### config.mk
export PLATFORM = sky130hd
export DESIGN_NAME = prio_vector_decoder_sync_flat
export DESIGN_NICKNAME = d
export VERILOG_FILES = /design/src/rtl/prio_vector_decoder_sync_pkg.sv /design/src/rtl/prio_vector_decoder_sync_if.sv /design/src/rtl/prio_vector_decoder_sync_decoder_3_to_8.sv /design/src/rtl/prio_vector_decoder_sync.sv /design/src/flat_wrapper.sv
export SDC_FILE = /design/constraint.sdc
export NUM_CORES = 1
export LEC_CHECK = 0
export ABC_AREA = 1
export CORE_MARGIN = 4
export CORE_UTILIZATION = 49
export DETAILED_ROUTE_END_ITERATION = 7
export PLACE_DENSITY_LB_ADDON = 0.1
export SYNTH_ARGS = -nofsm -noshare
export SYNTH_HDL_FRONTEND = slang
export SYNTH_HIERARCHICAL = 1
export SYNTH_SLANG_ARGS = --single-unit
### constraint.sdc
create_clock -name clk -period 1.4 [get_ports clk]
set_input_delay 0.28 -clock clk [delete_from_list [all_inputs] [get_ports clk]]
set_output_delay 0.28 -clock clk [all_outputs]
set_load 0.03 [all_outputs]
### src/rtl/prio_vector_decoder_sync_pkg.sv
// Shared types and constants for the priority-vector decoder.
package prio_vector_decoder_sync_pkg;

   localparam int CODE_W = 3;
   localparam logic [7:0] Y_IDLE = 8'hFF;

   typedef enum logic [1:0] {
      ST_IDLE    = 2'd0,
      ST_QUALIFY = 2'd1,
      ST_HOLD    = 2'd2,
      ST_RELEASE = 2'd3
   } state_t;

endpackage

### src/rtl/prio_vector_decoder_sync_if.sv
// Encoder-side request bus plus decoded-vector response bus.
interface prio_vector_decoder_sync_if;
   import prio_vector_decoder_sync_pkg::*;

   logic              EN;
   logic              Qc;
   logic              Qb;
   logic              Qa;
   logic              GS;
   logic              ACK;
   logic [7:0]        Y_n;
   logic [CODE_W-1:0] CODE;
   logic              VLD;
   logic              BUSY;

   // Driver of the encoder code, enable and acknowledge
   modport master (
      output EN, Qc, Qb, Qa, GS, ACK,
      input  Y_n, CODE, VLD, BUSY
   );

   // The decoder itself
   modport slave (
      input  EN, Qc, Qb, Qa, GS, ACK,
      output Y_n, CODE, VLD, BUSY
   );

endinterface

### src/rtl/prio_vector_decoder_sync_decoder_3_to_8.sv
// Combinational 74LS138 equivalent: 3-bit code to active-low one-hot.
module decoder_3_to_8
   import prio_vector_decoder_sync_pkg::*;
(
   input  logic [CODE_W-1:0] code,
   input  logic              en,
   output logic [7:0]        y_n
);

   // Disabled decoder drives all lines inactive (high)
   always_comb begin
      y_n = Y_IDLE;
      if (en) y_n = ~(8'b1 << code);
   end

endmodule

### src/rtl/prio_vector_decoder_sync.sv
// Registered receiver for a 74LS148-style encoder: qualifies a stable code,
// drives one active-low line until acknowledged, rearms after GS withdraws.
module prio_vector_decoder_sync
   import prio_vector_decoder_sync_pkg::*;
#(
   parameter int STABLE_CYCLES = 3
) (
   input logic                           clk,
   input logic                           rst,
   prio_vector_decoder_sync_if.slave     bus
);

   localparam int CNT_W = $clog2(STABLE_CYCLES + 1);
   localparam logic [CNT_W-1:0] CNT_TGT = CNT_W'(STABLE_CYCLES);
   localparam logic [CNT_W-1:0] CNT_ONE = CNT_W'(1);

   state_t            state;
   logic [CNT_W-1:0]  cnt;
   logic [CNT_W-1:0]  cnt_inc;
   logic [CODE_W-1:0] code;
   logic [CODE_W-1:0] in_code;
   logic [7:0]        y_n;
   logic [7:0]        dec_y;
   logic              vld;
   logic              busy;

   // Encoder pins are active-low; work with the true code internally
   assign in_code = ~{bus.Qc, bus.Qb, bus.Qa};

   // Saturating increment: the counter never wraps
   assign cnt_inc = (cnt == CNT_TGT) ? cnt : cnt + CNT_ONE;

   // Decode the incoming code; it equals the latched code on every HOLD entry
   decoder_3_to_8 u_dec (
      .code (in_code),
      .en   (1'b1),
      .y_n  (dec_y)
   );

   // Control FSM with registered outputs; rst, then EN=0, take priority
   always_ff @(posedge clk) begin
      if (rst) begin
         state <= ST_IDLE;
         cnt   <= '0;
         code  <= '0;
         y_n   <= Y_IDLE;
         vld   <= 1'b0;
         busy  <= 1'b0;
      end else if (!bus.EN) begin
         state <= ST_IDLE;
         cnt   <= '0;
         y_n   <= Y_IDLE;
         vld   <= 1'b0;
         busy  <= 1'b0;
      end else begin
         case (state)
            ST_IDLE: begin
               if (!bus.GS) begin
                  code <= in_code;
                  cnt  <= CNT_ONE;
                  busy <= 1'b1;
                  if (STABLE_CYCLES == 1) begin
                     state <= ST_HOLD;
                     y_n   <= dec_y;
                     vld   <= 1'b1;
                  end else begin
                     state <= ST_QUALIFY;
                  end
               end
            end
            ST_QUALIFY: begin
               if (bus.GS) begin
                  state <= ST_IDLE;
                  cnt   <= '0;
                  busy  <= 1'b0;
               end else if (in_code != code) begin
                  // Code moved: restart qualification on the new value
                  code <= in_code;
                  cnt  <= CNT_ONE;
               end else begin
                  cnt <= cnt_inc;
                  if (cnt_inc == CNT_TGT) begin
                     state <= ST_HOLD;
                     y_n   <= dec_y;
                     vld   <= 1'b1;
                  end
               end
            end
            ST_HOLD: begin
               if (bus.ACK) begin
                  state <= ST_RELEASE;
                  y_n   <= Y_IDLE;
                  vld   <= 1'b0;
               end
            end
            ST_RELEASE: begin
               // Wait for the request to drop so it cannot retrigger
               if (bus.GS) begin
                  state <= ST_IDLE;
                  cnt   <= '0;
                  busy  <= 1'b0;
               end
            end
            default: begin
               state <= ST_IDLE;
               cnt   <= '0;
               y_n   <= Y_IDLE;
               vld   <= 1'b0;
               busy  <= 1'b0;
            end
         endcase
      end
   end

   assign bus.Y_n  = y_n;
   assign bus.CODE = code;
   assign bus.VLD  = vld;
   assign bus.BUSY = busy;

endmodule

### src/flat_wrapper.sv
// flat-port wrapper written by rule: the top's interface ports become plain ports
module prio_vector_decoder_sync_flat import prio_vector_decoder_sync_pkg::*;
#(
   parameter int STABLE_CYCLES = 3
)
  (clk, rst, bus_EN, bus_Qc, bus_Qb, bus_Qa, bus_GS, bus_ACK, bus_Y_n, bus_CODE, bus_VLD, bus_BUSY);
  prio_vector_decoder_sync_if bus_i ();
  input logic clk;
  input logic rst;
  input wire logic [$bits(bus_i.EN)-1:0] bus_EN;
  input wire logic [$bits(bus_i.Qc)-1:0] bus_Qc;
  input wire logic [$bits(bus_i.Qb)-1:0] bus_Qb;
  input wire logic [$bits(bus_i.Qa)-1:0] bus_Qa;
  input wire logic [$bits(bus_i.GS)-1:0] bus_GS;
  input wire logic [$bits(bus_i.ACK)-1:0] bus_ACK;
  output wire logic [$bits(bus_i.Y_n)-1:0] bus_Y_n;
  output wire logic [$bits(bus_i.CODE)-1:0] bus_CODE;
  output wire logic [$bits(bus_i.VLD)-1:0] bus_VLD;
  output wire logic [$bits(bus_i.BUSY)-1:0] bus_BUSY;
  assign bus_i.EN = bus_EN;
  assign bus_i.Qc = bus_Qc;
  assign bus_i.Qb = bus_Qb;
  assign bus_i.Qa = bus_Qa;
  assign bus_i.GS = bus_GS;
  assign bus_i.ACK = bus_ACK;
  assign bus_Y_n = bus_i.Y_n;
  assign bus_CODE = bus_i.CODE;
  assign bus_VLD = bus_i.VLD;
  assign bus_BUSY = bus_i.BUSY;
  prio_vector_decoder_sync #(.STABLE_CYCLES(STABLE_CYCLES)) u_core (.clk(clk), .rst(rst), .bus(bus_i));
endmodule
==> reports/metrics.sh, run 1 <==
STATUS='complete, no violations'
VIA_COUNT_OF_THE_FIRST_GLOBAL_ROUTING_PASS=935
WORSTPATHBUFFERINVERTERCOUNT=1
CRITPATHMAXSTAGEDELAY_PS=410
DRT_ITER0_MARKERS=19
CLKLATENCYLATEPIN_PS=300
PLACED_CELLS=201
CTS-ROOT-BUF='sky130_fd_sc_hd__clkbuf_4'
GRT_FIRST_PASS_WIRELENGTH_UM=3900
DRT_DRC_VIOLATIONS_LEFT=0
SYNTH_FLOP_CELL='sky130_fd_sc_hd__dfxtp_1'
PORTBUFFERS=20
AREA_DELTA_SYNTH_FINAL_PCT=46.6
SEQPWRFRAC_PCT=49.8
NETSWITCHINGFRACTION_PCT=30.5
HOLD-PATH-ENDPOINT='u_core/bus.CODE[0]'
NUM_IO_PINS=21
CP-START-KIND='register'
DIODES=0
FLOORPLAN.CORE_AREA_SQ_UM=1780
HTREE_LEVELS=1
POST_DRT_WL_PER_CELL_UM=10.9
CTS.CLK_SLEW.WORST_PATHS_PS=100
SHARE_OF_FINAL_LAYOUT_STANDARD_CELLS_STRONGER_THAN_DRIVE_STRENGTH_1_PCT=27.5
DIE_H_UM=52.2
SYNTH.LIB_CELLS_USED.DISTINCT=24
POWER.NET_SWITCHING_W=0.000310
DETAIL_ROUTE.WIRELENGTH_UM=2260
NUM_VIAS=1018
CHIPWIDTH_UM=52.2
SYNTHCELLS=134
POST_SYNTH.CELL_AREA_AVG_SQ_UM=7.13
WORSTPATHARRIVAL_PS=1070
REG2REG_TO='u_core/bus.Y_n[7]'
MIN_PERIOD_OVER_PERIOD_PCT=96.6
POWER_W=0.00102
HOLDCRITPATHCLASS='in -> reg'
FIN_WS_PS=47.3
MIN-DELAY-START='bus_Qa'
REGTOREGSETUPSLACK_PS=120
CP-END-KIND='primary output'
YOSYS_REG_BITS=17
SYNTH_EDF_COUNT=0
TIMING.CRITICAL_PATH.REQUIRED_PS=1120
POST_SYNTH_MAIN_AREA_CONTRIBUTORS='sky130_fd_sc_hd__dfxtp_1, sky130_fd_sc_hd__nand2_1, sky130_fd_sc_hd__nand4_1'
FINAL.FILL_COUNT=144
REPORT.FINAL.HOLD_VIOL_COUNT=0
YOSYS_SYNTHESIS_WARNING_COUNT=6
GPL.FINAL_WEIGHTED_CONGESTION=0.901
TIMING.HOLD.WORST_PATH_DEPTH=4
CELLLEAKAGEPOWER_nW=0.693
TRITONCTS_NUM_SINKS=17
DR.PASS1.ITERS=4
PLACE_WORST_SETUP_SLACK_PS=-339
MAX_CAP_VIOL_COUNT=0
POWER_FRAC_CLOCK_PCT=27.1
GRT_MAX_DEGREE=11
R2R-START='u_core/state[0]'
LAYOUT.CELLS.NON_FILLER=207
MOST-COMMON-LAYOUT-CELLS='sky130_fd_sc_hd__nand2_1, sky130_fd_sc_hd__buf_4, sky130_fd_sc_hd__inv_1'
INITIAL_UTIL_PCT=53.6
FIN_SKEW_PS=1.69
DIE_AREA_SQ_UM=2720
CTS_BUFFERS=3
FINAL_NETS=191
GRT_USAGE_PCT=19.4
ROUTE.DETAILED.VIAS_PER_INST=4.92
P_COMB_SHARE_PCT=23.1
POST_SYNTH_INSTANCE_AREA_SQ_UM=956
SYNTH_LARGEST_TYPE_AREA_FRACTION_PCT=35.6
CRITICAL-PATH-TOP-DELAY-FAMILY='buffers and inverters'
ASYNCSETRESETFLOPFRACSYNTH_PCT=0
NUMBER_OF_ANTENNA_VIOLATIONS_AT_THE_FIRST_CHECK_IN_GLOBAL_ROUTING=0
FINALWORSTPATHREQUIREDPERIOD_PS=1350
GRT_OVERFLOW=0
FINAL_MAX_SLEW_VIOL_COUNT=0
P_PER_AREA_nW_PER_UM2=726
CP_CELL_SEQUENCE='dlygate4sd2_1'
HOLD_WS_PS=349
SETUP.WORST_PATH.CLASS='reg -> out'
SETUP_VIOLATIONS=0
WORST_IR_DROP_VDD_mV=0.795
CTSLONGESTPATHBUFFERS=2
MAXCLOCKFREQUENCY_GHz=0.739
TRITONCTS='yes'
CRIT_PATH_MAX_FANOUT=3
FINAL_COMMON_CELL='sky130_fd_sc_hd__nand2_1'
INTERNAL-POWER_W=0.000707
DP_HPWL_UM=1750
YOSYSTOPAREACELL='sky130_fd_sc_hd__dfxtp_1'
YOSYSSEQAREASHARE_PCT=35.6
WORST_R2R_PATH_DEPTH=7
ROUTE.ANTENNA.REMAINING_NETS=0
PLACEMENT_ROWS=15
SLOWEST_LIBRARY_CELL_ON_THE_WORST_PATH='sky130_fd_sc_hd__dlygate4sd2_1'
-- per-layer routing --
layer	routed length, um	part of all wire [%]	vias to the layer above	GRT usage [%]
li1	-	-	529	-
met3	99	4.4	7	3.42
met5	0	0	-	0
met4	65	2.9	0	12.3
met1	1020	45	454	23.8
met2	1080	48	28	31.0
-- cells in the mapped netlist (2+ instances only) --
master / count
sky130_fd_sc_hd__dfxtp_1: 17
sky130_fd_sc_hd__inv_2: 2
sky130_fd_sc_hd__nand2_1: 40
sky130_fd_sc_hd__a21oi_1: 4
sky130_fd_sc_hd__nor2_2: 5
sky130_fd_sc_hd__clkinv_1: 3
sky130_fd_sc_hd__nand2_4: 2
sky130_fd_sc_hd__nor2_1: 5
sky130_fd_sc_hd__nor2_4: 2
sky130_fd_sc_hd__inv_1: 18
sky130_fd_sc_hd__nand4_1: 11
sky130_fd_sc_hd__nand3_1: 13
-- worst max path at each step --
| stage | from | end | cells past startpoint |
|---|---|---|---|
| after floorplan | u_core/bus.CODE[0] | u_core/bus.Y_n[2] | 7 |
| final | u_core/bus.CODE[0] | bus_CODE[0] | 1 |
| after global placement | bus_Qc | u_core/bus.Y_n[4] | 8 |
| after CTS | u_core/bus.CODE[0] | bus_CODE[0] | 1 |
| after global routing | bus_Qc | u_core/bus.Y_n[0] | 9 |
| after detailed placement | bus_Qc | u_core/bus.Y_n[0] | 9 |
-- power groups by stage --
stage	registers [W]	logic, W	clock network [W]
after floorplan	0.000534	0.000105	0
after global placement	0.000517	0.000223	0
after detailed placement	0.000518	0.000228	0
after CTS	0.000506	0.000225	0.000288
after global routing	0.000509	0.000258	0.000306
final	0.000506	0.000235	0.000276
-- state kept, by name, indices dropped and copies added, names as in the netlist, named ones only --
register and cells:
u_core/bus.Y_n 8, u_core/bus.VLD 1, u_core/state 1, u_core/cnt 2
u_core/bus.CODE 3, u_core/bus.BUSY 1
-- what timing repair did --
item / in CTS / in global routing
cloned: 0 / 0
hold buffers: 0 / 0
buffers inserted: 0 / 2
gates resized for setup: 14 / 6
setup endpoints to repair: 15 / 12
pin swaps: 0 / 1
-- final cells by class --
type | count | area (sq um) | area share (%)
clock inverter | 1 | 5.00 | 0.357
timing repair buffer | 43 | 360 | 25.7
multi-input combinational | 95 | 553 | 39.5
inverter | 23 | 86.3 | 6.16
tap | 25 | 31.3 | 2.23
sequential | 17 | 343 | 24.5
clock buffer | 3 | 22.5 | 1.61
-- through the flow --
stage	cell area (sq um)	utilization (%)	setup TNS (ps)
floorplan	961	-	0
global placement	1350	75.7	-3390
detailed placement	1350	75.7	-4290
CTS	1370	76.6	0
global route	1400	78.6	-37.7
finish	1400	78.6	0
-- cells by family after synthesis --
logic type	count (synthesis)	share of synthesized area, %
AND/OR/NAND/NOR	84	46.9
buffers and inverters	23	9.03
flip-flops	17	35.6
AO/OA/AOI/OAI	9	8.11
other	1	0.392
No activity file was read; power rests on OpenSTA's default activity.
==> run 2, diff against run 1 <==
Settings changed: ABC_CLOCK_PERIOD_IN_PS set to 1400.
==> results of run 2 <==
No change in the layout: final DEF, timing and power equal those of run 1.
==> run 3, diff against run 2 <==
Settings changed: CORE_ASPECT_RATIO set to 1.5.
==> reports/metrics.sh, run 3 (same netlist as run 1, synthesis figures left out) <==
SETUP_VIOLATIONS=0  # unchanged
DRT_DRC_VIOLATIONS_LEFT=0  # unchanged
FINAL_NETS=188  # was 191
CRITPATHMAXSTAGEDELAY_PS=400  # was 410 ps
NUM_VIAS=1012  # was 1018
CHIPWIDTH_UM=44.1  # was 52.2 um
CTS.HOLD.BUFFERS_ADDED=0  # unchanged
DIODES=0  # unchanged
CP-END-KIND='primary output'  # unchanged
FIN_SKEW_PS=6.48  # was 1.69 ps
FLOORPLAN.CORE_AREA_SQ_UM=1850  # was 1780 sq um
CRITICAL-PATH-TOP-DELAY-FAMILY='buffers and inverters'  # unchanged
MAXCLOCKFREQUENCY_GHz=0.747  # was 0.739 GHz
GRT_OVERFLOW=0  # unchanged
POST_DP_CELL_AREA_SQ_UM=1340  # was 1350 sq um
DESIGN_AREA_SQ_UM=1390  # was 1400 sq um
CELLLEAKAGEPOWER_nW=0.699  # was 0.693 nW
AREA_DELTA_SYNTH_FINAL_PCT=45.4  # was 46.6%
POST_DRT_WL_PER_CELL_UM=11.4  # was 10.9 um
P_PER_AREA_nW_PER_UM2=738  # was 726 nW/um^2
WORSTPATHARRIVAL_PS=1060  # was 1070 ps
SHARE_OF_FINAL_LAYOUT_STANDARD_CELLS_STRONGER_THAN_DRIVE_STRENGTH_1_PCT=26.3  # was 27.5%
CTS.CLK_SLEW.WORST_PATHS_PS=110  # was 100 ps
DIE_AREA_SQ_UM=2740  # was 2720 sq um
TRITONCTS_NUM_SINKS=17  # unchanged
REPORT.FINAL.HOLD_VIOL_COUNT=0  # unchanged
DETAIL_ROUTE.WIRELENGTH_UM=2290  # was 2260 um
GRT_MAX_DEGREE=11  # unchanged
SLOWEST_LIBRARY_CELL_ON_THE_WORST_PATH='sky130_fd_sc_hd__dlygate4sd2_1'  # unchanged
MAX_CAP_VIOL_COUNT=0  # unchanged
MOST-COMMON-LAYOUT-CELLS='sky130_fd_sc_hd__nand2_1, sky130_fd_sc_hd__buf_4, sky130_fd_sc_hd__inv_1'  # unchanged
WORSTPATHBUFFERINVERTERCOUNT=1  # unchanged
TRITONCTS='yes'  # unchanged
PORTBUFFERS=20  # unchanged
CRIT_PATH_MAX_FANOUT=2  # was 3
CTSLONGESTPATHBUFFERS=2  # unchanged
DIE_H_UM=62.1  # was 52.2 um
POWER_W=0.00103  # was 0.00102 W
GPL.FINAL_WEIGHTED_CONGESTION=0.881  # was 0.901
CP_CELL_SEQUENCE='dlygate4sd2_1'  # unchanged
FINAL_COMMON_CELL='sky130_fd_sc_hd__nand2_1'  # unchanged
CTS_BUFFERS=3  # unchanged
DRT_ITER0_MARKERS=17  # was 19
CTS-ROOT-BUF='sky130_fd_sc_hd__clkbuf_4'  # unchanged
VIA_COUNT_OF_THE_FIRST_GLOBAL_ROUTING_PASS=963  # was 935
FINALWORSTPATHREQUIREDPERIOD_PS=1340  # was 1350 ps
ROUTE.ANTENNA.REMAINING_NETS=0  # unchanged
CLKLATENCYLATEPIN_PS=310  # was 300 ps
LARGEST_REGISTER_FFS=8  # unchanged
GRT_USAGE_PCT=19.0  # was 19.4%
NUM_IO_PINS=21  # unchanged
CP-START-KIND='register'  # unchanged
ROUTE.DETAILED.VIAS_PER_INST=5.06  # was 4.92
WORST_IR_DROP_VDD_mV=0.626  # was 0.795 mV
DP_HPWL_UM=1830  # was 1750 um
DR.PASS1.ITERS=4  # unchanged
STATUS='complete, no violations'  # unchanged
GRT_SETUP_UNREPAIRED='false'
TIMING.CRITICAL_PATH.REQUIRED_PS=1120  # about the same
FINAL_MAX_SLEW_VIOL_COUNT=0  # unchanged
HTREE_LEVELS=1  # unchanged
SETUP.WORST_PATH.CLASS='reg -> out'  # unchanged
MIN_PERIOD_OVER_PERIOD_PCT=95.6  # was 96.6%
PLACEMENT_ROWS=19  # was 15
HOLDCRITPATHCLASS='in -> reg'  # unchanged
NUMBER_OF_ANTENNA_VIOLATIONS_AT_THE_FIRST_CHECK_IN_GLOBAL_ROUTING=0  # unchanged
GRT_FIRST_PASS_WIRELENGTH_UM=3800  # was 3900 um
INITIAL_UTIL_PCT=51.6  # was 53.6%
run 3: worst paths after layout:
check / startpoint / endpoint / slack, ps / cells past startpoint
worst max-delay path: u_core/bus.Y_n[5] / bus_Y_n[5] / 60 / 1
worst min-delay path: bus_Qc / u_core/bus.CODE[2] / 330 / 4
worst max register to register: u_core/bus.CODE[0] / u_core/bus.Y_n[5] / 150 / 8
worst min register to register: u_core/bus.VLD / u_core/bus.VLD / 460 / 2
run 3: what timing repair did:
item,in CTS,in global routing
endpoints found under the hold margin,0,0
setup buffers,0,1
pin swaps,0,2
setup endpoints to repair,13,15
gates resized for setup,13,11
cloned,0,0
run 3: final cells by class:
| type | instances | area, sq um |
|---|---|---|
| fillers | 155 | 464 |
| inverters | 23 | 86.3 |
| clock buffers | 3 | 22.5 |
| well taps | 21 | 26.3 |
| flip-flops and latches | 17 | 343 |
| repair buffers | 40 | 359 |
| clock inverters | 1 | 5.00 |
| multi-input cells | 95 | 548 |
run 3: metal layers:
metal | global-route usage [%] | vias up | part of all wire, %
met1 | 17.6 | 458 | 37
met2 | 37.3 | 25 | 56
met5 | 0 | - | 0
met4 | 12.9 | 0 | 2.9
met3 | 2.88 | 7 | 4.0
li1 | - | 522 | -
run 3: power breakdown:
part	switching, W	internal [W]	leakage, nW	total [W]
logic	0.000132	0.000105	0.542	0.000237
registers	0.00000973	0.000496	0.139	0.000506
clock network	0.000176	0.000107	0.0177	0.000283
total	0.000318	0.000708	0.699	0.00103
run 3: metrics by stage:
| stage | hold WS (ps) | util [%] | setup TNS, ps | instances | setup slack, ps |
|---|---|---|---|---|---|
| floorplan | 465 | - | 0 | 135 | 43.6 |
| CTS | 467 | 73.0 | 0 | 199 | 24.3 |
| global route | 363 | 75.0 | 0 | 200 | 5.12 |
| detailed placement | 447 | 72.4 | -3680 | 195 | -291 |
| global placement | 442 | 72.4 | -3090 | 195 | -233 |
| finish | 331 | 75.0 | 0 | 200 | 61.4 |
